### config.mk
export PLATFORM = sky130hd
export DESIGN_NAME = multicycle_control
export DESIGN_NICKNAME = d
export VERILOG_FILES = /design/src/rtl/multicycle_control.sv
export SDC_FILE = /design/constraint.sdc
export NUM_CORES = 1
export LEC_CHECK = 0
export ABC_CLOCK_PERIOD_IN_PS = 2200
export BUFFER_PORTS_ARGS = -buffer_cell sky130_fd_sc_hd__buf_2
export CORE_ASPECT_RATIO = 0.6
export CORE_MARGIN = 4
export CORE_UTILIZATION = 48
export CTS_CLUSTER_DIAMETER = 30
export DETAILED_ROUTE_END_ITERATION = 7
export PLACE_DENSITY = 0.74
export SYNTH_ARGS = -nofsm -noshare
export SYNTH_HDL_FRONTEND = slang
export SYNTH_SLANG_ARGS = --single-unit
### constraint.sdc
create_clock -name c_clk -period 2.2 [get_ports c_clk]
set_clock_uncertainty 0.2 [all_clocks]
set_input_delay 0 -clock c_clk [delete_from_list [all_inputs] [get_ports c_clk]]
set_output_delay 0 -clock c_clk [all_outputs]
set_load 0.05 [all_outputs]
### src/rtl/multicycle_control.sv
// -----------------------------------------------------------------------------
// multicycle_control
//
// Multi-cycle MIPS control unit. Steps one instruction at a time through
// FETCH, DECODE, EXECUTE, MEMORY and WRITEBACK. It produces registered
// per-state datapath strobes. It also handles a data-memory ready handshake
// with a timeout, flags illegal opcodes and counts retired instructions.
//
// Ports
//   c_clk          clock, all state updates on the rising edge
//   c_rst          asynchronous active-high reset
//   c_i_ce         run enable; sampled in IDLE and at each instruction end
//   c_i_opcode     opcode of the fetched instruction, valid in DECODE
//   c_i_funct      funct field, valid in DECODE
//   c_i_zero       ALU zero flag, valid in EXECUTE
//   c_i_mem_ready  data memory completion, sampled in MEMORY
//   c_o_fetch_ce   fetch enable / PC advance (FETCH)
//   c_o_RegDst .. c_o_MemtoReg   registered datapath controls
//   c_o_change_pc  taken branch, combinational Branch & c_i_zero
//   c_o_state      current state encoding
//   c_o_illegal    one-cycle pulse after DECODE of an unknown opcode
//   c_o_mem_err    sticky memory-timeout flag
//   c_o_retired    completed-instruction counter, wraps
// -----------------------------------------------------------------------------
module multicycle_control #(
    parameter int OPCODE_WIDTH = 6,
    parameter int FUNCT_WIDTH  = 6,
    parameter int MEM_WAIT_MAX = 15,
    parameter int RET_WIDTH    = 16
) (
    input  logic                    c_clk,
    input  logic                    c_rst,
    input  logic                    c_i_ce,
    input  logic [OPCODE_WIDTH-1:0] c_i_opcode,
    input  logic [FUNCT_WIDTH-1:0]  c_i_funct,
    input  logic                    c_i_zero,
    input  logic                    c_i_mem_ready,
    output logic                    c_o_fetch_ce,
    output logic                    c_o_RegDst,
    output logic                    c_o_RegWrite,
    output logic                    c_o_ALUSrc,
    output logic                    c_o_Branch,
    output logic                    c_o_MemRead,
    output logic                    c_o_MemWrite,
    output logic                    c_o_MemtoReg,
    output logic                    c_o_change_pc,
    output logic [2:0]              c_o_state,
    output logic                    c_o_illegal,
    output logic                    c_o_mem_err,
    output logic [RET_WIDTH-1:0]    c_o_retired
);

    localparam logic [2:0] S_IDLE      = 3'd0;
    localparam logic [2:0] S_FETCH     = 3'd1;
    localparam logic [2:0] S_DECODE    = 3'd2;
    localparam logic [2:0] S_EXECUTE   = 3'd3;
    localparam logic [2:0] S_MEMORY    = 3'd4;
    localparam logic [2:0] S_WRITEBACK = 3'd5;

    localparam logic [OPCODE_WIDTH-1:0] OP_R    = OPCODE_WIDTH'(6'h00);
    localparam logic [OPCODE_WIDTH-1:0] OP_LW   = OPCODE_WIDTH'(6'h23);
    localparam logic [OPCODE_WIDTH-1:0] OP_SW   = OPCODE_WIDTH'(6'h2B);
    localparam logic [OPCODE_WIDTH-1:0] OP_BEQ  = OPCODE_WIDTH'(6'h04);
    localparam logic [OPCODE_WIDTH-1:0] OP_ADDI = OPCODE_WIDTH'(6'h08);
    localparam logic [OPCODE_WIDTH-1:0] OP_SLTI = OPCODE_WIDTH'(6'h0A);
    localparam logic [OPCODE_WIDTH-1:0] OP_ANDI = OPCODE_WIDTH'(6'h0C);
    localparam logic [OPCODE_WIDTH-1:0] OP_ORI  = OPCODE_WIDTH'(6'h0D);

    // The wait counter times out on the cycle it would reach MEM_WAIT_MAX,
    // so MEMORY lasts at most MEM_WAIT_MAX cycles.
    localparam logic [7:0] WAIT_LAST = 8'(MEM_WAIT_MAX - 1);

    logic [2:0]              state_q, state_d, end_state;
    logic [OPCODE_WIDTH-1:0] opcode_q, op_sel;
    logic [FUNCT_WIDTH-1:0]  funct_q;
    logic [7:0]              wait_q;
    logic                    is_r, is_lw, is_sw, is_beq, is_ialu, is_legal;
    logic                    retire, timeout, illegal_d;

    // funct is latched with the opcode for the datapath's ALU decoder; this
    // unit's sequencing never depends on it.
    logic unused_funct;
    assign unused_funct = ^funct_q;

    // In DECODE the opcode is latched on the same edge that leaves it, so the
    // decisions made on that edge use the live input.
    always_comb begin
        op_sel   = (state_q == S_DECODE) ? c_i_opcode : opcode_q;
        is_r     = (op_sel == OP_R);
        is_lw    = (op_sel == OP_LW);
        is_sw    = (op_sel == OP_SW);
        is_beq   = (op_sel == OP_BEQ);
        is_ialu  = (op_sel == OP_ADDI) || (op_sel == OP_SLTI) ||
                   (op_sel == OP_ANDI) || (op_sel == OP_ORI);
        is_legal = is_r || is_lw || is_sw || is_beq || is_ialu;
    end

    assign end_state = c_i_ce ? S_FETCH : S_IDLE;

    always_comb begin
        // NOTE: every signal gets a default before the case so no path leaves
        // it unassigned; otherwise synthesis infers a latch.
        state_d   = state_q;
        retire    = 1'b0;
        timeout   = 1'b0;
        illegal_d = 1'b0;
        case (state_q)
            S_IDLE:   if (c_i_ce) state_d = S_FETCH;
            S_FETCH:  state_d = S_DECODE;
            S_DECODE: begin
                if (is_legal) begin
                    state_d = S_EXECUTE;
                end else begin
                    state_d   = end_state;
                    illegal_d = 1'b1;
                end
            end
            S_EXECUTE: begin
                if (is_beq) begin
                    state_d = end_state;
                    retire  = 1'b1;
                end else if (is_lw || is_sw) begin
                    state_d = S_MEMORY;
                end else begin
                    state_d = S_WRITEBACK;
                end
            end
            S_MEMORY: begin
                // ready has priority over a timeout landing in the same cycle
                if (c_i_mem_ready) begin
                    if (is_lw) begin
                        state_d = S_WRITEBACK;
                    end else begin
                        state_d = end_state;
                        retire  = 1'b1;
                    end
                end else if (wait_q == WAIT_LAST) begin
                    state_d = end_state;
                    timeout = 1'b1;
                end
            end
            S_WRITEBACK: begin
                state_d = end_state;
                retire  = 1'b1;
            end
            default: state_d = S_IDLE;   // unused encodings 6 and 7
        endcase
    end

    // Controls are registered from the state being entered, so each strobe is
    // valid for exactly the cycles spent in its state.
    always_ff @(posedge c_clk or posedge c_rst) begin
        if (c_rst) begin
            state_q      <= S_IDLE;
            opcode_q     <= '0;
            funct_q      <= '0;
            wait_q       <= '0;
            c_o_fetch_ce <= 1'b0;
            c_o_RegDst   <= 1'b0;
            c_o_RegWrite <= 1'b0;
            c_o_ALUSrc   <= 1'b0;
            c_o_Branch   <= 1'b0;
            c_o_MemRead  <= 1'b0;
            c_o_MemWrite <= 1'b0;
            c_o_MemtoReg <= 1'b0;
            c_o_illegal  <= 1'b0;
            c_o_mem_err  <= 1'b0;
            c_o_retired  <= '0;
        end else begin
            // NOTE: non-blocking assignments here so every register samples
            // the pre-edge values, regardless of statement order.
            state_q <= state_d;
            if (state_q == S_DECODE) begin
                opcode_q <= c_i_opcode;
                funct_q  <= c_i_funct;
            end
            // Held at zero outside MEMORY, so it starts from zero on entry.
            if (state_q != S_MEMORY)  wait_q <= '0;
            else if (!c_i_mem_ready)  wait_q <= wait_q + 8'd1;

            c_o_fetch_ce <= (state_d == S_FETCH);
            c_o_ALUSrc   <= ((state_d == S_EXECUTE) && (is_lw || is_sw || is_ialu)) ||
                            (state_d == S_MEMORY);
            c_o_Branch   <= (state_d == S_EXECUTE) && is_beq;
            c_o_MemRead  <= (state_d == S_MEMORY) && is_lw;
            c_o_MemWrite <= (state_d == S_MEMORY) && is_sw;
            c_o_RegWrite <= (state_d == S_WRITEBACK);
            c_o_RegDst   <= (state_d == S_WRITEBACK) && is_r;
            c_o_MemtoReg <= (state_d == S_WRITEBACK) && is_lw;

            c_o_illegal <= illegal_d;
            if (timeout) c_o_mem_err <= 1'b1;
            if (retire)  c_o_retired <= c_o_retired + RET_WIDTH'(1);
        end
    end

    assign c_o_state     = state_q;
    assign c_o_change_pc = c_o_Branch & c_i_zero;

endmodule
==> reports/results.txt <==
dpl cell area: 2540 µm²
pre-CTS setup slack: -92.2 ps
max-slew violations: 0
total CTS buffers: 5
# setup viols final: 4
final hold vios: 0
Core Util, Final: 0.710
Die ar.: 5550 µm²
clk_lat worst skew: 300 ps
status: finished, violations left
placer congestion estimate: 0.821
Achievable Freq: 451 MHz
area grow syn2layout: 40.5%
Worst Setup SP: c_o_state[0]
Setup crit start kind: flip-flop
vias: 1779
Starting Density: 0.505
final worst setup slack: -16.5 ps
R2R cell count: 6
slowest cell on the critical path: or3b_4
num ports: 47
core area: 4170 µm²
ranking of synthesized cells by area: dfrtp_1, xnor2_1, xor2_1
clk sinks: 43
#FFs+latches synth: 43
switching power: 0.00128 W
r2r startpoint: c_o_state[0]
first-pass GRT wire length: 7860 µm
Unique masters post-synth: 51
DRT antenna net count: 0
Post-Syn Area: 2110 µm²
hpwl dp: 3420 µm
Primary FF master, synth: dfrtp_1
Die Span Y: 59.3 µm
syn_nets: 218
CTS tree: done
vias in the first global route: 1609
antenna cells: 0
# rows: 18
Post-Layout Inst Area: 2960 µm²
count of flip-flops with a built-in enable after synthesis: 0
critical-path cell list: or3b_4, mux2i_4, a31oi_4, o2111a_2, nand4_1, xnor2_1
Die X: 93.5 µm
clock root buffer: clkbuf_8
worst setup path end: c_o_retired[13]
commonest cells after routing, fill and taps aside: dfrtp_1, buf_2, buf_4
pin count of the biggest net entering global routing: 28
P_int: 0.00202 W
Syn Inst Count: 198
worst r2r dst: c_o_retired[13]
nature of the critical path endpoint: flip-flop
highest fanout seen on the critical path: 7
Peak VDD IR: 0.658 mV
GRT Overall Usage: 0.189
RSZ-0062 raised after global routing: true
CP top delay family: simple AND/OR/NAND/NOR gates
Seq pwr share: 0.327
Fillers: 298
FF-to-FF setup slack: -20 ps
vias per cell: 5.19
Worst Setup Path Type: reg -> reg
starting DRC count in detailed routing: 94
H-tree depth: 2
DR pass1 iterations: 4
initial antenna violation count: 0
maxcap violations: 0
WP depth: 6
violated checks: setup timing
DRC violations left: 0
Avg WL per Cell: 14.9 µm
Fin Hold WS: 155 ps
share of the synthesized area in the top cell type: 0.511
Synth async-reset ratio: 1.00
Synth warnings: 0
Post-Route WL: 5110 µm
worst hold path class: in -> async
CP max stage delay: 430 ps
WP data arrival: 2210 ps
Pleak: 1.50 nW
Period minus WS final: 2220 ps
clk buf depth: 2
Comb power frac: 0.455
share of post-route cells with drive strength above 1: 0.399
share of the cycle needed by the critical path after routing: 1.01
switching share of total power: 0.389
Yosys top cell by area: dfrtp_1
Worst Path Buf+Inv: 0
gr ovfl total: 0
worst slew pin tran: 703 ps
Critical Path RT: 2190 ps
post-synthesis sequential area ratio: 0.511
Port Buffers: 40
Clk pwr share: 0.219
nets: 302
Max-slew headroom: 0.531
Pwr Density: 1120 nW/µm²
Final Power: 0.00331 W
Avg Inst Size Synth: 10.6 µm²
clk slew on worst S/H paths: 80 ps
layout make-up:
cell class | count | area [µm²] | share of cell area
Sequential cell | 43 | 1080 | 0.365
Tap cell | 60 | 75.1 | 0.0254
Clock inverter | 2 | 60.1 | 0.0203
Timing Repair Buffer | 82 | 566 | 0.191
Clock buffer | 6 | 72.6 | 0.0245
Inverter | 9 | 33.8 | 0.0114
Multi-Input combinational cell | 141 | 1070 | 0.362
worst min-delay path by stage:
| stage | slack, ps | endpoint |
|---|---|---|
| finish | 150 | wait_q[5] |
| global route | 230 | wait_q[7] |
| CTS | 170 | wait_q[5] |
| detailed placement | -70 | wait_q[5] |
| global placement | -60 | wait_q[5] |
| floorplan | -90 | opcode_q[0] |
routing by layer:
metal  GRT usage  part of all wire  up-vias
met5           0                 0        -
met4      0.0710             0.020        0
met3      0.0419             0.062       11
met2       0.273              0.44       55
met1       0.280              0.47      861
li1            -                 -      852
registers in the layout, indices dropped and copies added (netlist names), 3 cells and up:
name         flops
c_o_retired     16
wait_q           8
opcode_q         6
c_o_state        3
cells by family (layout without fill, tap and decap cells):
group / Yosys count / in the layout / synth area share
AND/OR/NAND/NOR: 92 / 92 / 0.244
XOR/XNOR: 22 / 22 / 0.0915
multiplexers: 4 / 4 / 0.0255
flip-flops: 43 / 43 / 0.511
adder cells (fa/ha/maj): 3 / 3 / 0.0178
AO/OA/AOI/OAI: 20 / 20 / 0.0761
buffers and inverters: 14 / 99 / 0.0339
power groups by stage:
stage          registers, W  clock network, W  logic, W
6_report            0.00108          0.000723   0.00150
5_1_grt             0.00110          0.000764   0.00162
4_1_cts             0.00107          0.000733   0.00137
3_5_place_dp        0.00107                 0   0.00126
3_3_place_gp        0.00107                 0   0.00124
2_1_floorplan       0.00136                 0  0.000592
synth_stat cells, drive strengths merged (4+ instances only):
master   n
dfrtp   43
nand2   23
nor2    19
xnor2   12
nand3   10
xor2    10
inv      9
and3     5
nand2b   5
a21oi    4
metrics by stage:
| stage | instances | setup TNS (ps) |
|---|---|---|
| after global routing | 343 | -1160 |
| after global placement | 313 | -94.0 |
| after detailed placement | 313 | -420 |
| final | 343 | -31.9 |
| after floorplan | 198 | -3180 |
| after CTS | 335 | -64.5 |
worst register-to-register path, cell delays in order, from the launching register on:
cell and delay [ps]:
dfrtp_2 410, or3b_4 430, mux2i_4 220, a31oi_4 200, o2111a_2 360, nand4_1 140, xnor2_1 140
repair_timing:
| action | CTS | global route |
|---|---|---|
| endpoints found under the hold margin | 31 | 0 |
| endpoints found under the setup margin | 13 | 22 |
| buffers inserted | 5 | 8 |
| pin swaps | 7 | 14 |
| hold buffers | 9 | 0 |
| gates resized for setup | 7 | 18 |
Power figures use the tool's default switching activity.
